--- config.mk ---
export PLATFORM = sky130hd
export DESIGN_NAME = sw_operand_entry
export DESIGN_NICKNAME = d
export VERILOG_FILES = /design/src/rtl/sw_entry_pkg.sv /design/src/rtl/key_debounce.sv /design/src/rtl/sw_operand_entry.sv
export SDC_FILE = /design/constraint.sdc
export NUM_CORES = 1
export LEC_CHECK = 0
export ABC_CLOCK_PERIOD_IN_PS = 2200
export BUFFER_PORTS_ARGS = -buffer_cell sky130_fd_sc_hd__buf_2
export CELL_PAD_IN_SITES_DETAIL_PLACEMENT = 1
export CELL_PAD_IN_SITES_GLOBAL_PLACEMENT = 1
export CORE_MARGIN = 1.5
export CORE_UTILIZATION = 35
export DETAILED_ROUTE_END_ITERATION = 10
export PLACE_DENSITY = 0.7
export RECOVER_POWER = 50
export SLEW_MARGIN = 10
export SYNTH_ARGS = -nofsm -noshare
export SYNTH_HDL_FRONTEND = slang
export SYNTH_SLANG_ARGS = --single-unit
--- constraint.sdc ---
create_clock -name clk -period 2.2 [get_ports clk]
set_input_delay 0.11 -clock clk [delete_from_list [all_inputs] [get_ports clk]]
set_output_delay 0.11 -clock clk [all_outputs]
set_load 0.01 [all_outputs]
--- src/rtl/sw_entry_pkg.sv ---
// sw_entry_pkg: shared entry-state encoding and switch bit positions
package sw_entry_pkg;
  typedef enum logic [1:0] {GET_A = 2'd0, GET_B = 2'd1, SHOW = 2'd2} entry_state_t;
  localparam int SW_NIB_LSB = 0;
  localparam int SW_CIN = 8;
  localparam int SW_ABORT = 9;
endpackage

--- src/rtl/key_debounce.sv ---
// key_debounce: two-flop synchroniser plus counter debounce for an active-low key, one press pulse per accepted fall
module key_debounce #(
  parameter int DEBOUNCE_CYCLES = 500000,
  parameter int CNT_W = 19
) (
  input  logic clk,
  input  logic reset,
  input  logic key_n,
  output logic stable,
  output logic press
);
  logic r1, r2, done;
  logic [CNT_W-1:0] cnt;
  assign done = cnt == CNT_W'(DEBOUNCE_CYCLES - 1);
  assign press = stable && !r2 && done;
  always_ff @(posedge clk)
    if (reset) begin
      r1 <= 1'b1;
      r2 <= 1'b1;
      stable <= 1'b1;
      cnt <= '0;
    end else begin
      r1 <= key_n;
      r2 <= r1;
      cnt <= (r2 != stable && !done) ? cnt + 1'b1 : '0;
      if (r2 != stable && done) stable <= r2;
    end
endmodule

--- src/rtl/sw_operand_entry.sv ---
// sw_operand_entry: two-step keyed entry of adder operands A, then B/Cin, from board switches
module sw_operand_entry
  import sw_entry_pkg::*;
#(
  parameter int DEBOUNCE_CYCLES = 500000,
  parameter int CNT_W = 19
) (
  input  logic       clk,
  input  logic       reset,
  input  logic [9:0] SW,
  input  logic       key_n,
  output logic [3:0] A,
  output logic [3:0] B,
  output logic       Cin,
  output logic       valid,
  output logic [1:0] phase
);
  logic [9:0] sw_m, sw_s;
  logic press, key_level, abort, cap_a, cap_b;
  logic unused_ok;
  entry_state_t state, state_d;
  key_debounce #(.DEBOUNCE_CYCLES(DEBOUNCE_CYCLES), .CNT_W(CNT_W)) u_key (
    .clk(clk),
    .reset(reset),
    .key_n(key_n),
    .stable(key_level),
    .press(press)
  );
  always_ff @(posedge clk)
    if (reset) begin
      sw_m <= '0;
      sw_s <= '0;
    end else begin
      sw_m <= SW;
      sw_s <= sw_m;
    end
  assign abort = sw_s[SW_ABORT];
  assign unused_ok = ^{sw_s[7:4], key_level};
  always_ff @(posedge clk) state <= reset ? GET_A : state_d;
  always_comb
    state_d = abort ? GET_A
            : !press ? state
            : state == GET_A ? GET_B
            : state == GET_B ? SHOW
            : GET_A;
  always_comb begin
    cap_a = press && !abort && state == GET_A;
    cap_b = press && !abort && state == GET_B;
  end
  // abort clears operands every cycle it is held, overriding any capture
  always_ff @(posedge clk)
    if (reset || abort) begin
      A <= '0;
      B <= '0;
      Cin <= 1'b0;
      valid <= 1'b0;
    end else begin
      if (cap_a) A <= sw_s[SW_NIB_LSB +: 4];
      if (cap_b) B <= sw_s[SW_NIB_LSB +: 4];
      if (cap_b) Cin <= sw_s[SW_CIN];
      valid <= cap_b;
    end
  assign phase = state;
endmodule

==> summary.md, run 1 <==
| Metric | Value |
|---|---|
| CTS H-Tree Depth | `2` |
| Worst-Margin Slew | `0.622 ns` |
| Count of flip-flops with a built-in enable after synthesis | `0` |
| Leakage Power | `0.673 nW` |
| Die boundary width | `74.6 um` |
| DRT Wirelength | `3550 um` |
| Worst setup timing slack at the placement stage | `0.252 ns` |
| Detailed-routing iteration count for the pre-antenna-repair pass | `4` |
| Buffers added on ports | `20` |
| Row Count | `25` |
| IR Drop Worst-Case VDD | `0.000303 V` |
| Clock insertion delay at the later pin of the skew report | `0.30 ns` |
| Initial cell density of the core | `0.372` |
| Relative contribution of sequential cells to total power | `0.593` |
| Number of max-capacitance violations reported | `0` |
| Critical Path Source | `u_key.cnt[0]` |
| Gate Count Post-Synth | `191` |
| Via total after detailed routing | `1392` |
| Worst Setup Start Kind | `flip-flop` |
| Final routed wire length divided by cell count | `12.5 um` |
| Worst Hold Launch | `SW[9]` |
| Class of the most critical setup path | `flip-flop to flip-flop` |
| Deepest clock path buffer count | `2` |
| Result of the run | `completed` |
| Post-synth net total | `206` |
| Global-route congestion overflow total | `0` |
| Maximum fanout encountered on the critical timing path | `4` |
| Pwr dens | `695 nW/um^2` |
| Detail-routed via count per cell | `4.88` |
| Total negative slack | `0 ns` |
| Hpwl dp | `2570 um` |
| Cell-internal power | `1.10 mW` |
| Cts bufs inserted | `5` |
| Clock tree from TritonCTS | `built` |
| Count of hold buffers inserted by post-cts repair | `1` |
| Clock root buffer master | `clkbuf_8` |
| Area of the mapped netlist | `1790 um^2` |
| Detailed router's first-iteration violation count | `51` |
| Fin nets | `232` |
| Final critical delay including setup and external delays | `1.97 ns` |
| Arrival time at the worst endpoint | `2.17 ns` |
| Net switching fraction of the power | `0.236` |
| Number of setup buffers added after CTS | `0` |
| Least setup slack across all paths after layout | `0.228 ns` |
| Resize count post-CTS | `0` |
| RSZ-0062 raised after global routing | `false` |
| Dominant register cell in the synthesized netlist | `dfxtp_1` |
| Antenna Violating Nets Remaining | `0` |
| Number of hold violations in the final report | `0` |
| Achievable clock frequency | `0.507 GHz` |
| Via count of the first global-routing pass | `1307` |
| Distinct cell type count after synthesis | `31` |
| Final RePlAce weighted congestion | `0.731` |
| Diode insertion count for antenna repair | `0` |
| Share of synthesized flip-flops with an asynchronous set or reset | `0` |
| Global-route wire length before repair | `6130 um` |
| Die extent in y | `74.6 um` |
| Class of the tightest hold or removal check | `input port to flip-flop` |
| Clock skew | `0.00731 ns` |
| Required arrival time at the worst endpoint | `2.39 ns` |
| Synth warnings | `0` |
| Flip-flop and latch count after synthesis | `46` |
| Final clock period utilization by the worst path | `0.896` |
| Largest net degree at the start of global routing | `19` |
| Core Footprint | `4820 um^2` |
| Normalized max-slew margin | `0.586` |
| CTS Sinks | `46` |
| Worst reg-to-reg setup slack | `0.23 ns` |
| Final Max Slew Viols | `0` |
| Part of the Yosys area used for sequential elements | `0.514` |
| Reg2Reg Launch Point | `u_key.cnt[0]` |
| Logic gate share of total power | `0.021` |
| Post-route DRC | `0` |
| Count of fill cells added during filler insertion | `583` |
| Top Ports | `25` |
| Clock input transition at the sequential cells of the worst setup and hold paths | `0.10 ns` |
| Fraction of final layout cells with drive strength greater than 1 | `0.124` |
| Share of power burned in the clock network | `0.386` |
| Setup-violating endpoint count in the final report | `0` |
| Total routing usage reported by global routing | `0.144` |
| Type of element capturing the critical path | `flip-flop` |
| Average cell area after synthesis | `9.38 um^2` |
| Total net switching power | `338 uW` |
| DIE AREA | `5560 um^2` |
| Initial antenna violation count | `0` |
| Growth of design area from synthesis to finish | `15.1%` |
state kept, by name, summed over array words and instances (netlist names):
register      flops
u_key.cnt        19
A                 4
u_key.r2          1
valid             1
u_key.stable      1
u_key.r1          1
Cin               1
sw_s              6
phase             2
B                 4
sw_m              6
placed cells by master (no fill, tap or decap):
cell / instances
clkbuf_8: 5
inv_1: 4
nor2_1: 20
clkbuf_2: 1
nor4bb_1: 1
a311o_1: 1
inv_6: 3
o21ai_0: 13
xor2_1: 3
buf_2: 7
nor2b_1: 12
nand2b_1: 1
dfxtp_1: 46
clkinv_1: 1
clkbuf_1: 14
nor3_1: 5
ha_1: 2
nand2_1: 6
nor4_1: 6
nand3_1: 14
or4_4: 1
or2_2: 5
nand4_4: 2
a21oi_1: 13
xnor2_1: 11
dlygate4sd3_1: 1
nor3b_1: 2
a21boi_0: 2
and4_1: 2
o31a_1: 1
buf_4: 2
or3_1: 3
and4b_1: 1
o21ai_2: 1
nand4_1: 6
area by class of cell:
| class | instances | area, um^2 | area share |
|---|---|---|---|
| clock inverter | 3 | 26.3 | 0.0127 |
| timing repair buffer | 25 | 118 | 0.0570 |
| multi-input combinational | 134 | 826 | 0.400 |
| clock buffer | 5 | 68.8 | 0.0334 |
| inverter | 5 | 18.8 | 0.00910 |
| sequential | 46 | 921 | 0.447 |
| tap | 67 | 83.8 | 0.0407 |
routing by layer:
layer	track usage	up-vias	wire length, um
met5	0	-	0
met4	0.0545	0	42
met3	0.0366	5	109
met2	0.212	18	1540
met1	0.203	650	1860
li1	-	719	-
critical path, stage by stage (launching register included):
cell	delay (ns)
dfxtp_1	0.43
ha_1	0.26
nand4_1	0.20
nor4_1	0.54
nor3b_1	0.12
o31a_1	0.31
path summary, 6_finish.rpt:
check,end,cells past startpoint
worst max-delay path,u_key.cnt[18],5
worst min-delay path,sw_m[9],2
worst max register to register,u_key.cnt[18],5
worst min register to register,u_key.r2,1
synthesized netlist by cell type (3+ instances only):
master    instances  share of area
or2_2             5          0.017
nand3_1          14          0.039
or3_1             3          0.010
inv_1             4         0.0084
dfxtp_1          46           0.51
nand4_1           6          0.021
a21oi_1          13          0.036
nor4_1            6          0.021
o21ai_0          13          0.036
nor3_1            5          0.014
clkbuf_1          4         0.0084
nor2_1           20          0.042
xor2_1            3          0.015
nor2b_1          12          0.042
xnor2_1          11          0.054
nand2_1           6          0.013
metrics by stage:
stage	std cells	instance area, um^2	power, mW	hold WS [ns]	util
2_1_floorplan	191	1790	0.885	0.182	-
5_1_grt	285	2060	1.49	0.00358	0.428
3_3_place_gp	276	1980	0.898	0.295	0.411
3_5_place_dp	276	1980	0.899	0.295	0.411
6_report	285	2060	1.43	0.00529	0.428
4_1_cts	285	2090	1.45	0.000228	0.433
power by group through the flow:
stage	Combinational, mW	Clock [mW]	Sequential, mW
6_report	0.0303	0.553	0.849
5_1_grt	0.0343	0.608	0.851
4_1_cts	0.0317	0.570	0.849
3_5_place_dp	0.0303	0	0.869
3_3_place_gp	0.0294	0	0.868
2_1_floorplan	0.0186	0	0.867
logic make-up after synthesis:
kind of cell	count (synthesis)	synth area share
DFF	46	0.514
AOI/OAI and AO/OA	31	0.0964
xor gates and xnor gates	14	0.0684
adders and majority gates	2	0.0140
and+or+nand+nor	87	0.283
buffers and inverters	11	0.0244
(Power assumes the default switching activity.)
==> run 2, diff against run 1 <==
--- a/config.mk
+++ b/config.mk
@@ -12,7 +12,7 @@
 export CORE_MARGIN = 1.5
 export CORE_UTILIZATION = 35
 export DETAILED_ROUTE_END_ITERATION = 10
-export PLACE_DENSITY = 0.7
+export PLACE_DENSITY_LB_ADDON = 0.3
 export RECOVER_POWER = 50
 export SLEW_MARGIN = 10
 export SYNTH_ARGS = -nofsm -noshare
==> run 2 against run 1 <==
Effect of this change:
- worst setup slack improved by 0.053 ns
- hold slack improved by 0.018 ns
- critical path depth did not move
- clock skew barely moved
- register-to-register slack improved by 0.05 ns
- via count fell by 2.2%
- first-iteration DRC count rose by 3.9%
- count of clock-buffer cells in the layout did not move
- critical endpoint unchanged
- largest cell class unchanged
==> summary.md, run 2 (synthesized netlist as in run 1, its figures left out) <==
| Metric | Value |
|---|---|
| Fin nets | `232 (unchanged)` |
| Top Registers | `u_key.cnt x19, sw_m x6, sw_s x6` |
| Fraction of final layout cells with drive strength greater than 1 | `0.124 (unchanged)` |
| Largest net degree at the start of global routing | `19 (unchanged)` |
| Via count of the first global-routing pass | `1413 (+8.1%)` |
| Number of max-capacitance violations reported | `0 (unchanged)` |
| Achievable clock frequency | `0.521 GHz (+2.7%)` |
| Buffers added on ports | `20 (unchanged)` |
| Number of setup buffers added after CTS | `0 (unchanged)` |
| Area after detailed placement | `1980 um^2 (unchanged)` |
| Final cell count without fillers | `285 (unchanged)` |
| Cts bufs inserted | `5 (unchanged)` |
| Final clock period utilization by the worst path | `0.873 (-0.0239)` |
| Via total after detailed routing | `1361 (-2.2%)` |
| Met2 layer usage reported by global route | `0.240 (+0.0278)` |
| Growth of design area from synthesis to finish | `16.1%` |
| Deepest clock path buffer count | `2 (unchanged)` |
| Total net switching power | `302 uW (-11%)` |
| Resize count post-CTS | `0 (unchanged)` |
| Final Max Slew Viols | `0 (unchanged)` |
| Leakage Power | `0.682 nW (+1.3%)` |
| Total Power Consumption | `1.50 mW (+4.8%)` |
| Die extent in y | `74.6 um (unchanged)` |
| Clock root buffer master | `clkbuf_8` |
| Detailed router's first-iteration violation count | `53 (+3.9%)` |
| Flip-flop count of the largest register after layout | `19 (unchanged)` |
| Clock insertion delay at the later pin of the skew report | `0.30 ns (about the same)` |
| Clock tree from TritonCTS | `built` |
| Worst-Margin Slew | `0.666 ns (+0.0440 ns)` |
| Net switching fraction of the power | `0.201 (-0.0344)` |
| Clock skew | `0.00772 ns (+0.000413 ns)` |
| DIE AREA | `5560 um^2 (unchanged)` |
| Pwr dens | `722 nW/um^2 (+3.9%)` |
| RSZ-0062 raised after global routing | `false` |
| Critical Path, Cell by Cell | `ha_1, nand4_1, nor4_1, nor3b_1, o31a_1` |
| Util after Layout | `0.432 (+0.00364)` |
| CTS Sinks | `46 (unchanged)` |
| Most used routing layer | `met2` |
| Detail-routed via count per cell | `4.78 (-2.2%)` |
| Core Footprint | `4820 um^2 (unchanged)` |
| Logic gate share of total power | `0.021 (about the same)` |
| Delay of the slowest cell on the worst path | `0.53 ns (about the same)` |
| Reg2Reg Launch Point | `u_key.cnt[0]` |
| Arrival time at the worst endpoint | `2.10 ns (-0.07 ns)` |
| Met1 usage in global routing | `0.197 (-0.00564)` |
| Total routing usage reported by global routing | `0.148 (+0.00334)` |
| Register bank with the most flops | `u_key.cnt` |
| Final instance area | `2080 um^2 (+0.85%)` |
| Type of element capturing the critical path | `flip-flop` |
| Critical Path Source | `u_key.cnt[0]` |
| Global-route wire length before repair | `6380 um (+4.0%)` |
| Class of the most critical setup path | `flip-flop to flip-flop` |
| Worst Setup Start Kind | `flip-flop` |
| Final routed wire length divided by cell count | `12.4 um (-0.70%)` |
| Normalized max-slew margin | `0.556 (-0.0293)` |
| Most common cell after layout, fill and taps aside | `dfxtp_1` |
| IR Drop Worst-Case VDD | `0.000478 V (+58%)` |
| Global-route congestion overflow total | `0 (unchanged)` |
| Worst reg-to-reg setup slack | `0.28 ns (+0.05 ns)` |
| Antenna Violating Nets Remaining | `0 (unchanged)` |
| Hpwl dp | `2480 um (-3.6%)` |
| Post-route DRC | `0 (unchanged)` |
| Count of hold buffers inserted by post-cts repair | `1 (unchanged)` |
| Relative contribution of sequential cells to total power | `0.566 (-0.027)` |
| Result of the run | `completed` |
| Final critical delay including setup and external delays | `1.92 ns (-0.0525 ns)` |
| Number of hold violations in the final report | `0 (unchanged)` |
| Total negative slack | `0 ns (unchanged)` |
| Share of power burned in the clock network | `0.414 (+0.028)` |
| CTS H-Tree Depth | `2 (unchanged)` |
| Setup-violating endpoint count in the final report | `0 (unchanged)` |
| Detailed-routing iteration count for the pre-antenna-repair pass | `3 (-1)` |
| Met3 GRT Util | `0.0366 (unchanged)` |
| Class of the tightest hold or removal check | `input port to flip-flop` |
| Cell with the largest stage delay on the worst path | `nor4_1` |
| Row Count | `25 (unchanged)` |
| Cell-internal power | `1.20 mW (+9.5%)` |
| Top Ports | `25 (unchanged)` |
| Initial cell density of the core | `0.372 (unchanged)` |
| Worst Hold Launch | `SW[3]` |
| Clock input transition at the sequential cells of the worst setup and hold paths | `0.08 ns (-0.02 ns)` |
| Die boundary width | `74.6 um (unchanged)` |
| Top library cells by usage in the layout, fill and taps aside | `dfxtp_1, nor2_1, nand3_1, clkbuf_1` |
| Final RePlAce weighted congestion | `0.738 (+0.92%)` |
| Diode insertion count for antenna repair | `0 (unchanged)` |
| DRT Wirelength | `3520 um (-0.70%)` |
| Required arrival time at the worst endpoint | `2.38 ns (about the same)` |
| Maximum fanout encountered on the critical timing path | `4 (unchanged)` |
| Initial antenna violation count | `0 (unchanged)` |
| Placed Cells incl. Taps | `276 (unchanged)` |
==> run 2: worst max-delay path, delay by kind of cell (launching register included) <==
kind	cells	cell delay [ns]
AOI/OAI and AO/OA	1	0.32
and+or+nand+nor	3	0.81
DFF	1	0.42
adders and majority gates	1	0.25
==> run 2: per-stage QoR <==
| step | hold slack, ns | worst slack [ns] |
|---|---|---|
| 3_5_place_dp | 0.298 | 0.307 |
| 3_3_place_gp | 0.298 | 0.344 |
| 2_1_floorplan | 0.182 | 0.468 |
| 6_report | 0.0230 | 0.280 |
| 4_1_cts | 0.0136 | 0.279 |
| 5_1_grt | 0.0254 | 0.0737 |
==> run 2: per-layer routing <==
metal,part of all wire,vias up
met2,0.44,19
met1,0.52,617
met4,0.0082,0
met5,0,-
met3,0.031,4
li1,-,721
==> run 2: final timing paths <==
path | endpoint | cells past startpoint
setup / recovery | u_key.cnt[18] | 5
hold / removal | sw_m[3] | 2
setup reg to reg | u_key.cnt[18] | 5
hold reg to reg | u_key.r2 | 1
==> run 2: power groups by stage <==
| stage | registers, mW | clock network (mW) | logic [mW] |
|---|---|---|---|
| finish | 0.849 | 0.621 | 0.0309 |
| global route | 0.851 | 0.685 | 0.0356 |
| CTS | 0.849 | 0.649 | 0.0322 |
| detailed placement | 0.869 | 0 | 0.0306 |
| global placement | 0.868 | 0 | 0.0304 |
| floorplan | 0.867 | 0 | 0.0186 |
==> run 2: area by class of cell <==
cell class / instances / area, um^2
Fill cell: 599 / 2740
Tap cell: 67 / 83.8
Clock buffer: 5 / 68.8
Multi-Input combinational cell: 134 / 826
Clock inverter: 3 / 43.8
Inverter: 5 / 18.8
Timing Repair Buffer: 25 / 118
Sequential cell: 46 / 921
